### src/rtl/rf_arb_pkg.sv
`default_nettype none
// ============================================================================
//  Module      : rf_arb_pkg
//  Description : Shared widths, write-record type and source-select encoding
//                for the register-file write-port arbiter.
//  Revision    : 1.0 - initial release
// ============================================================================
package rf_arb_pkg;

    localparam int XLEN = 32;
    localparam int AW   = 5;

    // One register-file write: destination register and data.
    typedef struct packed {
        logic [AW-1:0]   rd;
        logic [XLEN-1:0] data;
    } rf_wr_t;

    // Which source owns the write port this cycle.
    typedef enum logic [1:0] {
        SRC_NONE = 2'd0,
        SRC_LD   = 2'd1,
        SRC_FIFO = 2'd2,
        SRC_WB   = 2'd3
    } rf_src_e;

endpackage
`default_nettype wire

### src/rtl/rf_wb_fifo.sv
`default_nettype none
// ============================================================================
//  Module      : rf_wb_fifo
//  Description : DEPTH-entry FIFO of deferred core writes. Besides push/pop it
//                exposes every slot's rd and a per-slot valid flag so the
//                arbiter can compare source registers against queued writes.
//  Revision    : 1.0 - initial release
// ============================================================================
module rf_wb_fifo #(
    parameter int DEPTH = 4,
    parameter int AW    = rf_arb_pkg::AW
) (
    input  logic                     clk,
    input  logic                     reset,
    input  logic                     i_push,
    input  rf_arb_pkg::rf_wr_t       i_push_data,
    input  logic                     i_pop,
    output rf_arb_pkg::rf_wr_t       o_head,
    output logic [$clog2(DEPTH):0]   o_count,
    output logic                     o_full,
    output logic                     o_empty,
    output logic [DEPTH*AW-1:0]      o_entry_rd,
    output logic [DEPTH-1:0]         o_entry_valid
);
    import rf_arb_pkg::*;

    localparam int c_PW = $clog2(DEPTH);

    rf_wr_t            r_mem [DEPTH];
    logic [c_PW-1:0]   r_wr_ptr;
    logic [c_PW-1:0]   r_rd_ptr;
    logic [c_PW:0]     r_count;
    logic              w_do_push;
    logic              w_do_pop;

    assign o_full    = (r_count == (c_PW+1)'(DEPTH));
    assign o_empty   = (r_count == '0);
    assign o_count   = r_count;
    assign o_head    = r_mem[r_rd_ptr];
    assign w_do_push = i_push && !o_full;
    assign w_do_pop  = i_pop && !o_empty;

    // Pointers wrap naturally because DEPTH is a power of two.
    always_ff @(posedge clk or negedge reset) begin
        if (!reset) begin
            r_wr_ptr <= '0;
            r_rd_ptr <= '0;
            r_count  <= '0;
        end else begin
            if (w_do_push) r_wr_ptr <= r_wr_ptr + 1'b1;
            if (w_do_pop)  r_rd_ptr <= r_rd_ptr + 1'b1;
            case ({w_do_push, w_do_pop})
                2'b10:   r_count <= r_count + 1'b1;
                2'b01:   r_count <= r_count - 1'b1;
                default: r_count <= r_count;
            endcase
        end
    end

    // Storage needs no reset: a slot is only observed while it is valid.
    always_ff @(posedge clk) begin
        if (w_do_push) r_mem[r_wr_ptr] <= i_push_data;
    end

    // A slot is valid when its distance from the read pointer is below count.
    for (genvar i = 0; i < DEPTH; i++) begin : g_entry
        logic [c_PW-1:0] w_off;
        assign w_off               = c_PW'(i) - r_rd_ptr;
        assign o_entry_valid[i]    = ({1'b0, w_off} < r_count);
        assign o_entry_rd[i*AW +: AW] = r_mem[i].rd;
    end

endmodule
`default_nettype wire

### src/rtl/rf_wb_arbiter.sv
`default_nettype none
// ============================================================================
//  Module      : rf_wb_arbiter
//  Description : Owns the single register-file write port. Load returns win,
//                then buffered core writes, then a live core writeback. A
//                load scoreboard plus queued/in-flight writes feed a RAW/WAW
//                hazard that, with FIFO-full, forms the core stall.
//                Optional macro RF_ARB_STATS_EN adds conflict_cnt, counting
//                cycles in which a core write had to be deferred.
//  Revision    : 1.0 - initial release
// ============================================================================
module rf_wb_arbiter #(
    parameter int DEPTH = 4,
    parameter int XLEN  = rf_arb_pkg::XLEN,
    parameter int AW    = rf_arb_pkg::AW
) (
    input  logic            clk,
    input  logic            reset,
    input  logic            wb_valid,
    input  logic [AW-1:0]   wb_rd,
    input  logic [XLEN-1:0] wb_data,
    input  logic            ld_issue,
    input  logic [AW-1:0]   ld_issue_rd,
    input  logic            ld_valid,
    input  logic [AW-1:0]   ld_rd,
    input  logic [XLEN-1:0] ld_data,
    input  logic [AW-1:0]   rs1,
    input  logic [AW-1:0]   rs2,
    output logic            rf_write_en,
    output logic [AW-1:0]   rf_write_register,
    output logic [XLEN-1:0] rf_write_data,
    output logic            Stall
`ifdef RF_ARB_STATS_EN
    ,
    output logic [15:0]     conflict_cnt
`endif
);
    import rf_arb_pkg::*;

    localparam int c_CW = $clog2(DEPTH) + 1;
    localparam int c_NREG = 2 ** AW;

    logic                  w_wb_live;
    logic                  w_ld_live;
    rf_src_e               w_sel;
    rf_wr_t                w_wr_next;
    logic                  w_fifo_push;
    logic                  w_fifo_pop;
    rf_wr_t                w_fifo_head;
    logic [c_CW-1:0]       w_fifo_count;
    logic                  w_fifo_full;
    logic                  w_fifo_empty;
    logic [DEPTH*AW-1:0]   w_entry_rd;
    logic [DEPTH-1:0]      w_entry_valid;
    logic [c_NREG-1:0]     r_pending;
    logic [c_NREG-1:0]     w_pending_next;
    logic                  w_rs1_hit;
    logic                  w_rs2_hit;
    logic                  w_waw;

    // Writes to x0 are architecturally meaningless and are filtered here.
    assign w_wb_live = wb_valid && (wb_rd != '0);
    assign w_ld_live = ld_valid && (ld_rd != '0);

    // Priority select: load return, then FIFO head, then live writeback.
    always_comb begin
        w_sel     = SRC_NONE;
        w_wr_next = '0;
        if (w_ld_live) begin
            w_sel          = SRC_LD;
            w_wr_next.rd   = ld_rd;
            w_wr_next.data = ld_data;
        end else if (!w_fifo_empty) begin
            w_sel     = SRC_FIFO;
            w_wr_next = w_fifo_head;
        end else if (w_wb_live) begin
            w_sel          = SRC_WB;
            w_wr_next.rd   = wb_rd;
            w_wr_next.data = wb_data;
        end
    end

    // A live writeback that loses arbitration is queued to keep core order.
    assign w_fifo_push = w_wb_live && (w_sel != SRC_WB) && !w_fifo_full;
    assign w_fifo_pop  = (w_sel == SRC_FIFO);

    rf_wb_fifo #(
        .DEPTH (DEPTH),
        .AW    (AW)
    ) u_fifo (
        .clk           (clk),
        .reset         (reset),
        .i_push        (w_fifo_push),
        .i_push_data   ({wb_rd, wb_data}),
        .i_pop         (w_fifo_pop),
        .o_head        (w_fifo_head),
        .o_count       (w_fifo_count),
        .o_full        (w_fifo_full),
        .o_empty       (w_fifo_empty),
        .o_entry_rd    (w_entry_rd),
        .o_entry_valid (w_entry_valid)
    );

    // Registered write port toward the register file.
    always_ff @(posedge clk or negedge reset) begin
        if (!reset) begin
            rf_write_en       <= 1'b0;
            rf_write_register <= '0;
            rf_write_data     <= '0;
        end else begin
            rf_write_en       <= (w_sel != SRC_NONE);
            rf_write_register <= w_wr_next.rd;
            rf_write_data     <= w_wr_next.data;
        end
    end

    // Scoreboard update: clear on return first so a same-rd issue stays set.
    always_comb begin
        w_pending_next = r_pending;
        if (w_ld_live) w_pending_next[ld_rd] = 1'b0;
        if (ld_issue && (ld_issue_rd != '0)) w_pending_next[ld_issue_rd] = 1'b1;
    end

    // Outstanding-load scoreboard register.
    always_ff @(posedge clk or negedge reset) begin
        if (!reset) r_pending <= '0;
        else        r_pending <= w_pending_next;
    end

    // RAW check of both sources against scoreboard, queue and output stage.
    always_comb begin
        w_rs1_hit = (rs1 != '0) &&
                    (r_pending[rs1] || (rf_write_en && (rf_write_register == rs1)));
        w_rs2_hit = (rs2 != '0) &&
                    (r_pending[rs2] || (rf_write_en && (rf_write_register == rs2)));
        for (int i = 0; i < DEPTH; i++) begin
            if (w_entry_valid[i] && (rs1 != '0) && (w_entry_rd[i*AW +: AW] == rs1))
                w_rs1_hit = 1'b1;
            if (w_entry_valid[i] && (rs2 != '0) && (w_entry_rd[i*AW +: AW] == rs2))
                w_rs2_hit = 1'b1;
        end
    end

    // A core write to a register with a load in flight would be overwritten late.
    assign w_waw = w_wb_live && r_pending[wb_rd];

    assign Stall = w_rs1_hit || w_rs2_hit || w_waw ||
                   (w_fifo_count == c_CW'(DEPTH));

`ifdef RF_ARB_STATS_EN
    // Saturating count of cycles in which a core write was deferred.
    always_ff @(posedge clk or negedge reset) begin
        if (!reset)
            conflict_cnt <= '0;
        else if (w_fifo_push && (conflict_cnt != 16'hFFFF))
            conflict_cnt <= conflict_cnt + 16'd1;
    end
`endif

    // The core must honour Stall; a writeback into a full queue is lost.
    a_no_wb_when_full : assert property (
        @(posedge clk) disable iff (!reset) !(w_wb_live && w_fifo_full)
    );

endmodule
`default_nettype wire

### config.mk
export PLATFORM = sky130hd
export DESIGN_NAME = rf_wb_arbiter
export DESIGN_NICKNAME = d
export VERILOG_FILES = /design/src/rtl/rf_arb_pkg.sv /design/src/rtl/rf_wb_fifo.sv /design/src/rtl/rf_wb_arbiter.sv
export SDC_FILE = /design/constraint.sdc
export NUM_CORES = 1
export LEC_CHECK = 0
export ABC_AREA = 0
export CAP_MARGIN = 30
export CORE_MARGIN = 2
export CORE_UTILIZATION = 25
export CTS_CLUSTER_SIZE = 40
export DETAILED_ROUTE_END_ITERATION = 10
export PLACE_DENSITY = 0.51
export REMOVE_ABC_BUFFERS = 1
export SYNTH_ARGS = -nofsm -noshare
export SYNTH_HDL_FRONTEND = slang
export SYNTH_SLANG_ARGS = --single-unit
### constraint.sdc
create_clock -name clk -period 3.5 [get_ports clk]
set_input_delay 1.05 -clock clk [delete_from_list [all_inputs] [get_ports clk]]
set_output_delay 1.05 -clock clk [all_outputs]
set_load 0.03 [all_outputs]
# ---- After elaboration in Yosys (flattened, before gate mapping)
# Memory sizes are Yosys's and may differ from the RTL's.
# Index checks and enable logic that the tools add are counted.
dict set report totals {
  regBits 77
  ramBits 148
  in_bits 94
  memories 1
}
dict set report classes {
  add_sub_neg 8
  order_cmp 11
  n_eq_ne 15
  muxes 29
  n_bitwise 3
  reduce_logical 45
}
# memory depth word_bits rd rd_clocked_by_memory_dff wr line
set mem_list {}
lappend mem_list {u_fifo.r_mem 4 37 5 0 1 rf_wb_fifo.sv:29} ;# rf_wr_t r_mem [DEPTH];
# cell count
set ops {}
lappend ops {{37-bit 2-to-1 mux} 3}
lappend ops {{32-bit 2-to-1 mux} 2}
lappend ops {{5-bit == test} 10}
lappend ops {{32-bit bitwise AND} 1}
lappend ops {{32-bit NOT} 1}
lappend ops {{32-bit bitwise OR} 1}
lappend ops {{1-bit logical AND} 30}
lappend ops {{5-bit by 6-bit < comparator with 1-bit output, second input constant} 5}
lappend ops {{5-bit nonzero test} 5}
lappend ops {{1-bit binary-select mux with 5-bit select} 3}
lappend ops {{1-bit 2-to-1 mux} 15}
lappend ops {{2-bit by 3-bit < comparator with 1-bit output} 4}
lappend ops {{1-bit demux with 5-bit select} 2}
lappend ops {{5-bit by 1-bit greater-or-equal comparator with 1-bit output, second input constant} 2}
lappend ops {{2-bit 2-to-1 mux} 3}
lappend ops {{3-bit one-hot mux with 2 select lines} 1}
lappend ops {{1-bit logical OR} 5}
lappend ops {{2-bit by 1-bit adder with 2-bit output, second input constant} 2}
lappend ops {{2-bit == test, second input constant} 2}
lappend ops {{2-bit nonzero test} 2}
lappend ops {{1-bit by 2-bit subtractor with 2-bit output, first input constant} 2}
lappend ops {{2-bit subtractor, first input constant} 2}
lappend ops {{3-bit by 1-bit adder with 3-bit output, second input constant} 1}
lappend ops {{3-bit == test, second input constant} 1}
lappend ops {{5 further kinds} 6}

# ---- Longest topological paths before layout
# Gate-level depths: netlist of run 1.
dict set report depth {
  word_depth 11
  ltp_mapped 13
  depth_no_buf 12
}

# ---- Hierarchy
# A second synthesis of run 1 with hierarchy kept.
dict set report hier_totals {
  hier_cells 784
  area_unflattened_um2 10749.1
}
# mod instances cells_per_inst area_each_um2
set by_module_without_submodules {}
lappend by_module_without_submodules {rf_wb_fifo 1 271 6030.8}
lappend by_module_without_submodules {rf_wb_arbiter 1 513 4718.3}

# ---- Least setup slack after synthesis of run 1
# No wires, ideal clock.
dict set report synth_path {
  path_kind {input to output}
  from {in rs1[0]}
  to {out Stall}
  t_arrival_ns 2.534
  required_time_ns 2.450
  path_slack_ns -0.084
  cell_stages 6
  path_buffers 1
  path_cell_list {buf_6 > mux4_2 > a221oi_2 > a31oi_1 > o31ai_1 > nand4_1}
}
dict set report synth_via {
  elab_chain_cells 11
  word_cells_on_any_way 26
}
# item line
set synth_lines {}
lappend synth_lines {{start, declared} rf_wb_arbiter.sv:27} ;# input logic [AW-1:0] rs1,
lappend synth_lines {{1-bit binary-select mux with 5-bit select or 5-bit == test (tied branches)} rf_wb_arbiter.sv:133} ;# (r_pending[rs1] || (rf_write_en && (rf_write_register == rs1)));
lappend synth_lines {{1-bit 2-to-1 mux (implied by the code) or 1-bit logical AND (tied branches)} rf_wb_arbiter.sv:133}
lappend synth_lines {{1-bit logical OR} rf_wb_arbiter.sv:133}
lappend synth_lines {{1-bit logical AND} rf_wb_arbiter.sv:132} ;# w_rs1_hit = (rs1 != '0) &&
lappend synth_lines {{1-bit 2-to-1 mux (3 in series)} rf_wb_arbiter.sv:137} ;# if (w_entry_valid[i] && (rs1 != '0) && (w_entry_rd[i*AW +: AW] == rs1))
lappend synth_lines {{1-bit 2-to-1 mux (*)} rf_wb_arbiter.sv:137}
lappend synth_lines {{1-bit logical OR (*) (3 in series)} rf_wb_arbiter.sv:147} ;# assign Stall = w_rs1_hit || w_rs2_hit || w_waw ||
lappend synth_lines {{end, declared} rf_wb_arbiter.sv:32} ;# output logic Stall
# Every way passes the cells marked *; elsewhere a longest branch is shown, timed or not. The select of a mux whose other input is x is not followed.

# ---- Worst setup path in the final report of run 1
dict set report layout_path {
  from {in wb_rd[1]}
  to {out Stall}
}
dict set report layout_via {
  elab_chain_cells 5
  word_cells_on_any_way 7
}
# item line
set layout_lines {}
lappend layout_lines {{start, declared} rf_wb_arbiter.sv:20} ;# input logic [AW-1:0] wb_rd,
lappend layout_lines {{1-bit binary-select mux with 5-bit select or 5-bit nonzero test (tied branches)} {rf_wb_arbiter.sv:145, rf_wb_arbiter.sv:62}}
lappend layout_lines {{1-bit 2-to-1 mux (implied by the code) or 1-bit logical AND (tied branches)} {rf_wb_arbiter.sv:145, rf_wb_arbiter.sv:62}}
lappend layout_lines {{1-bit logical AND (*)} rf_wb_arbiter.sv:145} ;# assign w_waw = w_wb_live && r_pending[wb_rd];
lappend layout_lines {{1-bit logical OR (*) (2 in series)} rf_wb_arbiter.sv:147}
# Marks and branches as above.

==> impl.org, run 1 <==
** Finish
- Final core utilization :: 34.41%
- The post-route netlist has 23.02% of its cells at a drive strength greater than 1.
- Commonest cells after routing, fill and taps aside :: sky130_fd_sc_hd__edfxtp_1, sky130_fd_sc_hd__clkdlybuf4s50_1, sky130_fd_sc_hd__dfrtp_1
- Summing all multi-input logic gate instances after layout gives 3968 um2.
- For this run, the post-layout net count is 1073.
- Most common cell after layout, fill and taps aside :: sky130_fd_sc_hd__edfxtp_1
- The sequential cells in the finished layout cover a total of 6374 um2.
- Ant. Diodes :: 0
- Fin area :: 14150 um2
- Filler cell count :: approximately 4000
- The finished layout holds 1518 standard cells, fillers aside.
- Relative to the synthesized area, the layout overhead comes to 35.11%.

** Synthesis
- Main combinational cell family by area after synthesis :: multiplexers
- In this run, synthesis inferred 148 flip-flops with an integrated enable.
- After Yosys synthesis, full adders, half adders and majority gates account for around 1.3% of the synthesized area.
- In this run, synthesis produced a sequential element count of 225.
- The mapped netlist covers 10470 um2.
- Leading register cell type out of synthesis :: sky130_fd_sc_hd__edfxtp_1
- Share of the synthesized area in compound gates (AO/OA/AOI/OAI) :: 7.756%
- Multiplexer fraction of the synthesized cell area :: 13.11%
- The synthesized netlist devotes 9.560% of its cell area to simple gates.
- Yosys synthesis warning count :: 0
- Async set or reset register ratio after synthesis :: roughly a third
- A synthesized cell averages around 14 um2.
- Summing the areas of all xor and xnor instances in the mapped netlist gives 4.768% of the synthesized area.
- Mapped Cells :: 768
- Summing the sequential cell areas from Yosys gives 60.85% of the chip area.
- Number of different library cells in the post-synthesis netlist :: 49

** Placement
- In this run the tool buffered the top-level ports with about 130 buffer cells.
- Summing all placed instances gives a cell area of 13070 um2.
- OpenSTA, run right after detailed placement, puts the worst setup slack at -0.7804 ns.
- Cell count after placement :: 1466
- HPWL after DPL :: ~21000 um
- At the end of routability-driven placement, the weighted congestion stood at 0.8636.

** Timing
- For the finished layout, the period the worst path requires is 3.712 ns.
- Slew of the pin with the lowest slew margin :: about 0.84 ns
- Static timing analysis puts the maximum clock frequency at about 0.27 GHz.
- Setup violations remaining at the end of the flow were counted as 1.
- Worst slack on hold paths :: approximately 0.52 ns
- Final worst-path setup slack :: -0.2120 ns
- Setup repair after global routing could not meet its margin everywhere.
- Final period util :: 106.1%
- Across the routed clock network, the largest skew measured is 0.008114 ns.
- The hold violation count in the final report was 0.
- Worst slew margin relative to its limit :: 44.16%
- Summed over all failing endpoints, the final setup total negative slack is -0.2120 ns.
- Final slew viol count :: 0

** Routing
- In the routed design, unresolved DRC markers number 0.
- DRT iter0 DRCs :: 473
- The first detailed-routing pass took 5 iterations.
- Average detailed-routed wire length per instance :: approximately 21 um
- The detail route stage leaves a number of antenna-violating nets equal to 0.
- Avg Vias per Cell :: 4.841
- Total wire length after detailed routing :: 31350 um
- The final route contains 7348 vias.

** Run status
- The flow ran to the end, but the final reports show violations.
- The checks that failed: negative setup slack.

** Clock tree
- In this run the clock root is driven by a sky130_fd_sc_hd__clkbuf_16.
- Max H-tree Level :: 1
- Clock buffers created by TritonCTS :: 25
- Clock Latency Late Sink :: 0.55 ns
- The clock passes through at most 3 buffers.
- After clock tree synthesis, the clock-pin slew on the worst setup and hold paths is 0.06 ns.
- Buffers inserted to repair hold after CTS numbered 0.
- TritonCTS built the clock tree.
- Counting every sink on the clock net gives 225.

** GRT
- Pin count of the biggest net entering global routing :: 76
- The first global-routing pass estimated 47220 um of wire.
- Overall overflow remaining after global route :: 0
- Across every metal layer, demand over resource in global routing totals 14.23%.
- The number of global-route vias before repair was 7514.
- The number of antenna violations at the first check in global routing was 0.

** Setup path
- The startpoint identified for the worst register-to-register timing path is u_fifo.o_count[0].
- The worst setup path is captured at an output port.
- The worst register-to-register path ends at u_fifo.o_count[2].
- Number of cell instances on the worst register-to-register path :: 10
- In this run the worst path has a maximum fanout of 6.
- For the worst setup path, the data arrival time is 2.66 ns.
- The worst register-to-register path has a setup slack of 1.24 ns.
- STA classifies the critical path startpoint as an input pin.
- By startpoint and endpoint, the worst setup path is classified as in2out.
- At the worst endpoint, the required time is 2.45 ns.

** Floorplan
- After floorplanning, the core was sized to cover approximately 40000 um2.
- The initial utilization of the core area, before any placement, comes to 25.47%.
- The floorplan has 74 rows.
- Overall die area :: around 44000 um2
- For this design the top-level I/O count stands at 133.
- In this run the horizontal extent of the chip is 208.6 um.
- The die is 208.6 um tall.

** Power
- Power after layout :: 10.20 mW
- Static leakage :: approximately 5.1 nW
- Peak VDD IR :: 0.0004464 V
- Total power density per cell area :: 720.7 nW/um2

** Run
- Max-cap violations in this run came to 0.

** Worst hold path
- Worst min path class :: in2async
-- timing repair --
item / in CTS / in global routing
cloned: 2 / 0
setup buffers: 2 / 5
pin swaps: 10 / 16
resized for setup: 40 / 39
endpoints found under the setup margin: 1 / 1
-- kinds of logic (layout without fill, tap and decap cells) --
group | count (synthesis) | count (layout)
muxes | 72 | 72
DFF | 225 | 225
adders and majority gates | 10 | 10
and+or+nand+nor | 208 | 208
xor gates and xnor gates | 57 | 57
buffers and inverters | 60 | 278
AOI/OAI and AO/OA | 136 | 136
-- registers in the layout (all words and copies together) (netlist names) --
| register | flops |
|---|---|
| u_fifo.r_mem | 148 |
| rf_write_register | 5 |
| u_fifo.r_wr_ptr | 2 |
| rf_write_en | 1 |
| u_fifo.o_count | 3 |
| u_fifo.r_rd_ptr | 2 |
| r_pending | 32 |
| rf_write_data | 32 |
-- critical path: stages --
cell and delay, ns:
sky130_fd_sc_hd__buf_2 0.15, sky130_fd_sc_hd__or2_4 0.27, sky130_fd_sc_hd__o41a_2 0.51, sky130_fd_sc_hd__nor3b_2 0.16, sky130_fd_sc_hd__a22oi_1 0.17, sky130_fd_sc_hd__nand4_1 0.17
sky130_fd_sc_hd__buf_6 0.18
-- synthesized netlist by cell type, types with 6 or more instances --
cell / n / area (um2)
sky130_fd_sc_hd__mux4_2: 52 / 1171
sky130_fd_sc_hd__nand4_1: 11 / 68.82
sky130_fd_sc_hd__buf_2: 24 / 120.1
sky130_fd_sc_hd__ha_1: 9 / 112.6
sky130_fd_sc_hd__nor3_1: 10 / 50.05
sky130_fd_sc_hd__a31oi_1: 39 / 244.0
sky130_fd_sc_hd__xnor2_1: 22 / 192.7
sky130_fd_sc_hd__edfxtp_1: 148 / 4444
sky130_fd_sc_hd__nand3b_1: 11 / 82.58
sky130_fd_sc_hd__nor2_1: 50 / 187.7
sky130_fd_sc_hd__dfrtp_1: 77 / 1927
sky130_fd_sc_hd__mux2i_1: 19 / 190.2
sky130_fd_sc_hd__inv_1: 12 / 45.04
sky130_fd_sc_hd__nand2b_1: 6 / 37.54
sky130_fd_sc_hd__nand3_1: 44 / 220.2
sky130_fd_sc_hd__nand2_1: 56 / 210.2
sky130_fd_sc_hd__xor2_1: 35 / 306.5
sky130_fd_sc_hd__o21ai_0: 68 / 340.3
sky130_fd_sc_hd__clkbuf_1: 14 / 52.55
-- cell type report --
| type | count | share of cell area, % |
|---|---|---|
| Sequential cell | 225 | 45.06 |
| Tap cell | 532 | 4.705 |
| Clock buffer | 31 | 4.652 |
| Multi-Input combinational cell | 483 | 28.05 |
| Clock inverter | 13 | 1.256 |
| Inverter | 12 | 0.3184 |
| Timing Repair Buffer | 222 | 15.96 |
-- how the worst max path moves through the flow --
stage	from	to	slack, ns	cells after the start
after floorplan	u_fifo.r_rd_ptr[0]	Stall	-0.66	7
after global placement	rs1[0]	Stall	-0.80	8
after detailed placement	rs1[0]	Stall	-0.78	8
after CTS	rs1[0]	Stall	-0.30	8
after global routing	rs1[3]	Stall	-0.26	9
final	wb_rd[1]	Stall	-0.21	7
-- layer usage --
layer  up-vias  wire (um)  global-route usage (%)
li1       3327          -                       -
met1      3783      14410                   19.81
met2       194      14860                   23.09
met3        44       1417                   2.134
met4         0        658                   4.113
met5         -          0                       0
-- where the power goes --
group / internal [mW] / switching (mW) / total, mW
registers: 3.49 / 0.375 / 3.86
clock network: 1.63 / 1.08 / 2.71
logic: 1.66 / 1.96 / 3.62
total: 6.78 / 3.42 / 10.2
Power figures use the tool's default switching activity.
==> run 2, diff against run 1 <==
- CORE_ASPECT_RATIO: not set -> 0.6
- CORE_MARGIN: 2 -> 8
- PLACE_DENSITY: 0.51 -> 0.52
==> run 2 against run 1 <==
Net effect:
- the run still ends with negative setup slack left
- die area is 12% higher
- maximum frequency is 3.9% lower
- highest routed layer unchanged
- register-to-register slack got worse by 0.06 ns
- critical path depth increased by 3
==> impl.org, run 2 (synthesized netlist as in run 1, its figures left out) <==
** Setup path
- Sort of element at the end of the critical path :: output port
- The setup path with the least slack is of type in2out.
- Cell with the biggest individual delay on the critical path :: sky130_fd_sc_hd__o31ai_2
- STA puts the critical path data required time at about 2.5 ns.
- Crit path cell chain :: buf_12, buf_12, mux2i_4, a22oi_2, a32oi_1, o311ai_2, o31ai_2, buf_4, nand4_1, buf_6
- R2R Setup Slk :: 1.18 ns
- CP arrival :: 2.81 ns
- Along the worst path, the maximum fanout reaches 6.
- For this run, the slowest stage of the critical path takes 0.33 ns.
- The worst setup path is launched from an input pin.
- The most numerous cell type found on the critical path is sky130_fd_sc_hd__buf_12.

** Routing
- Number of remaining DRC errors :: 0
- Detailed routing inserted a total of roughly 7400 vias.
- After detailed routing, the number of vias per cell comes to about 4.8.
- For this run, the detailed router's first-pass iteration total came to 5.
- The detailed router finished its first iteration with 623 violations.
- The routed design has 34000 um of wire.
- Number of antenna-violating nets in the routed design :: 0
- Average detailed-routed wire length per instance :: between 20 and 25 um

** Clock tree
- Clock-pin slew was measured on the worst setup and hold paths at 0.06 ns.
- Number of buffers between clock root and the deepest sink :: 3
- TritonCTS created 24 clock buffers.
- At the later pin of the worst-skew pair, clock insertion delay measures 0.54 ns.
- CTS built an H-tree with a depth of 1.
- CTS saw 225 sinks.
- Clk root buf :: sky130_fd_sc_hd__clkbuf_16
- TritonCTS built the clock tree.

** Timing
- In this run the tightest slew margin relative to its limit is about two fifths.
- Fmax :: between 0.2 and 0.3 GHz
- Final period util :: 110.4%
- Worst slack on hold paths :: around 0.53 ns
- Unrepaired setup endpoints after global routing :: yes
- The hold violation count in the final report was 0.
- Across all setup checks in the final design, the least slack found is -0.3639 ns.
- Final setup viols :: 1
- Slew of the pin with the lowest slew margin :: 0.8812 ns
- Worst setup skew after layout :: 0.02284 ns
- Final slew viol count :: 0
- After layout, the minimum clock period comes to 3.864 ns.

** Floorplan
- In this run the vertical extent of the chip is 174.5 um.
- The die is roughly 280 um wide.
- The die covers 48900 um2.
- The initialized floorplan defines 58 standard-cell rows.
- For this configuration, the core starts out at a cell density of 25.18%.
- Core outline area :: 41580 um2
- For this design the top-level I/O count stands at ~130.

** Run status
- Status :: complete, but fails checks
- The checks that failed: negative setup slack.

** Finish
- Ant. Diodes :: 0
- Final core utilization :: 33.96%
- The library cell used most frequently in the layout, excluding fill and tap cells, is sky130_fd_sc_hd__edfxtp_1.
- The top cell types in the final layout, fill and taps aside, are sky130_fd_sc_hd__edfxtp_1, sky130_fd_sc_hd__clkdlybuf4s50_1, sky130_fd_sc_hd__dfrtp_1.
- Fin area :: between 10000 and 15000 um2
- In the final layout, the share of cells above drive strength 1 is 22.36%.
- Post-layout net count :: ~1100
- Leading registers by flop count :: u_fifo.r_mem x148, r_pending x32, rf_write_data x32
- The area growth from synthesis to layout is 34.88%.
- More flip-flops sit in one register than any other, and that register is u_fifo.r_mem.
- Largest register FFs :: 148
- The filler cells instantiated in the layout total 4041.

** Worst hold path
- In this run the worst hold path is classified as in2async.

** Power
- Total power for the finished layout comes to 10.22 mW.
- In this run the power spent charging and discharging nets is 3.557 mW.
- Internal power comes to around 6.7 mW.
- Across the VDD grid, the largest voltage drop is 0.0002857 V.
- Total power density per cell area :: 723.7 nW/um2
- Share of total power in combinational logic :: between 30 and 40%
- Switch share :: between 30% and 40%
- Portion of total power attributed to sequential cells :: 38.2%
- Static leakage :: 5.059 nW
- The clock network is responsible for 25.6% of the overall power.

** GRT
- Overall routing resource usage :: 13.64%
- Pin count of the biggest net entering global routing :: 76
- First-pass GRT wire length :: between 50000 and 60000 um
- Number of antenna violations at the first check in global routing :: 0
- The total overflow left after global routing is 0.
- The number of global-route vias before repair is 7562.

** Run
- The tool flagged a number of max-cap violations equal to 0.

** Placement
- Global placement routability congestion :: approximately 0.9
- During placement, the flow inserted port buffers numbering 132.
- Summing all placed instances gives a cell area of 13040 um2.
- HPWL after DPL :: 23730 um
run 2: worst max-delay path: cells and delay by family:
family	cells	cell delay, ns
muxes	1	0.23
AOI/OAI and AO/OA	4	0.79
and+or+nand+nor	1	0.16
buffers and inverters	4	0.58
run 2: final cells by class:
class	instances	area, um2	area share [%]
clock inverters	16	186.4	1.320
inverters	12	45.04	0.3190
clock buffers	28	625.6	4.430
flip-flops and latches	225	6374	45.13
well taps	570	713.2	5.050
repair buffers	220	2250	15.93
multi-input cells	483	3929	27.82
run 2: worst paths after layout:
kind	from	endpoint	depth (start not counted)
hold reg to reg	r_pending[0]	r_pending[0]	0
max in group asynchronous	reset	r_pending[15]	2
setup reg to reg	u_fifo.o_count[0]	u_fifo.o_count[2]	10
min in group clk	r_pending[0]	r_pending[0]	0
setup / recovery	rs1[0]	Stall	10
hold / removal	reset	u_fifo.r_wr_ptr[0]	1
run 2: timing repair:
item / 4_1_cts / 5_1_grt
pin swaps: 12 / 6
setup endpoints to repair: 1 / 1
gates resized for setup: 47 / 12
gates cloned: 3 / 0
endpoints found under the hold margin: 0 / 0
hold buffers: 0 / 0
setup buffers: 7 / 0
run 2: power by group through the flow:
stage / sequential, mW / clock, mW / combinational, mW
floorplan: 4.25 / 0 / 1.60
global placement: 3.93 / 0 / 3.63
detailed placement: 3.92 / 0 / 3.65
CTS: 3.88 / 2.71 / 3.74
global route: 3.94 / 2.79 / 4.03
finish: 3.90 / 2.62 / 3.70
run 2: per-stage QoR:
stage	instances	TNS [ns]	setup WS, ns
6_report	1554	-0.3639	-0.3639
5_1_grt	1554	-0.4312	-0.4312
4_1_cts	1554	-0.3128	-0.3128
3_5_place_dp	1500	-16.51	-0.9209
3_3_place_gp	1500	-11.83	-0.9621
2_1_floorplan	720	-78.89	-0.6611
run 2: routing by layer:
layer / GRT usage (%) / vias up / share of wire (%)
met5: 0 / - / 0
met2: 18.10 / 313 / 39
li1: - / 3328 / -
met4: 1.897 / 0 / 1.3
met3: 5.437 / 29 / 11
met1: 20.74 / 3755 / 49
==> run 3, diff against run 2 <==
- CTS_CLUSTER_SIZE: 40 -> 16
- SETUP_SLACK_MARGIN: not set -> 0.02
==> results of run 3 <==
Same layout as run 2: the final DEF is identical, and so are final timing and power.
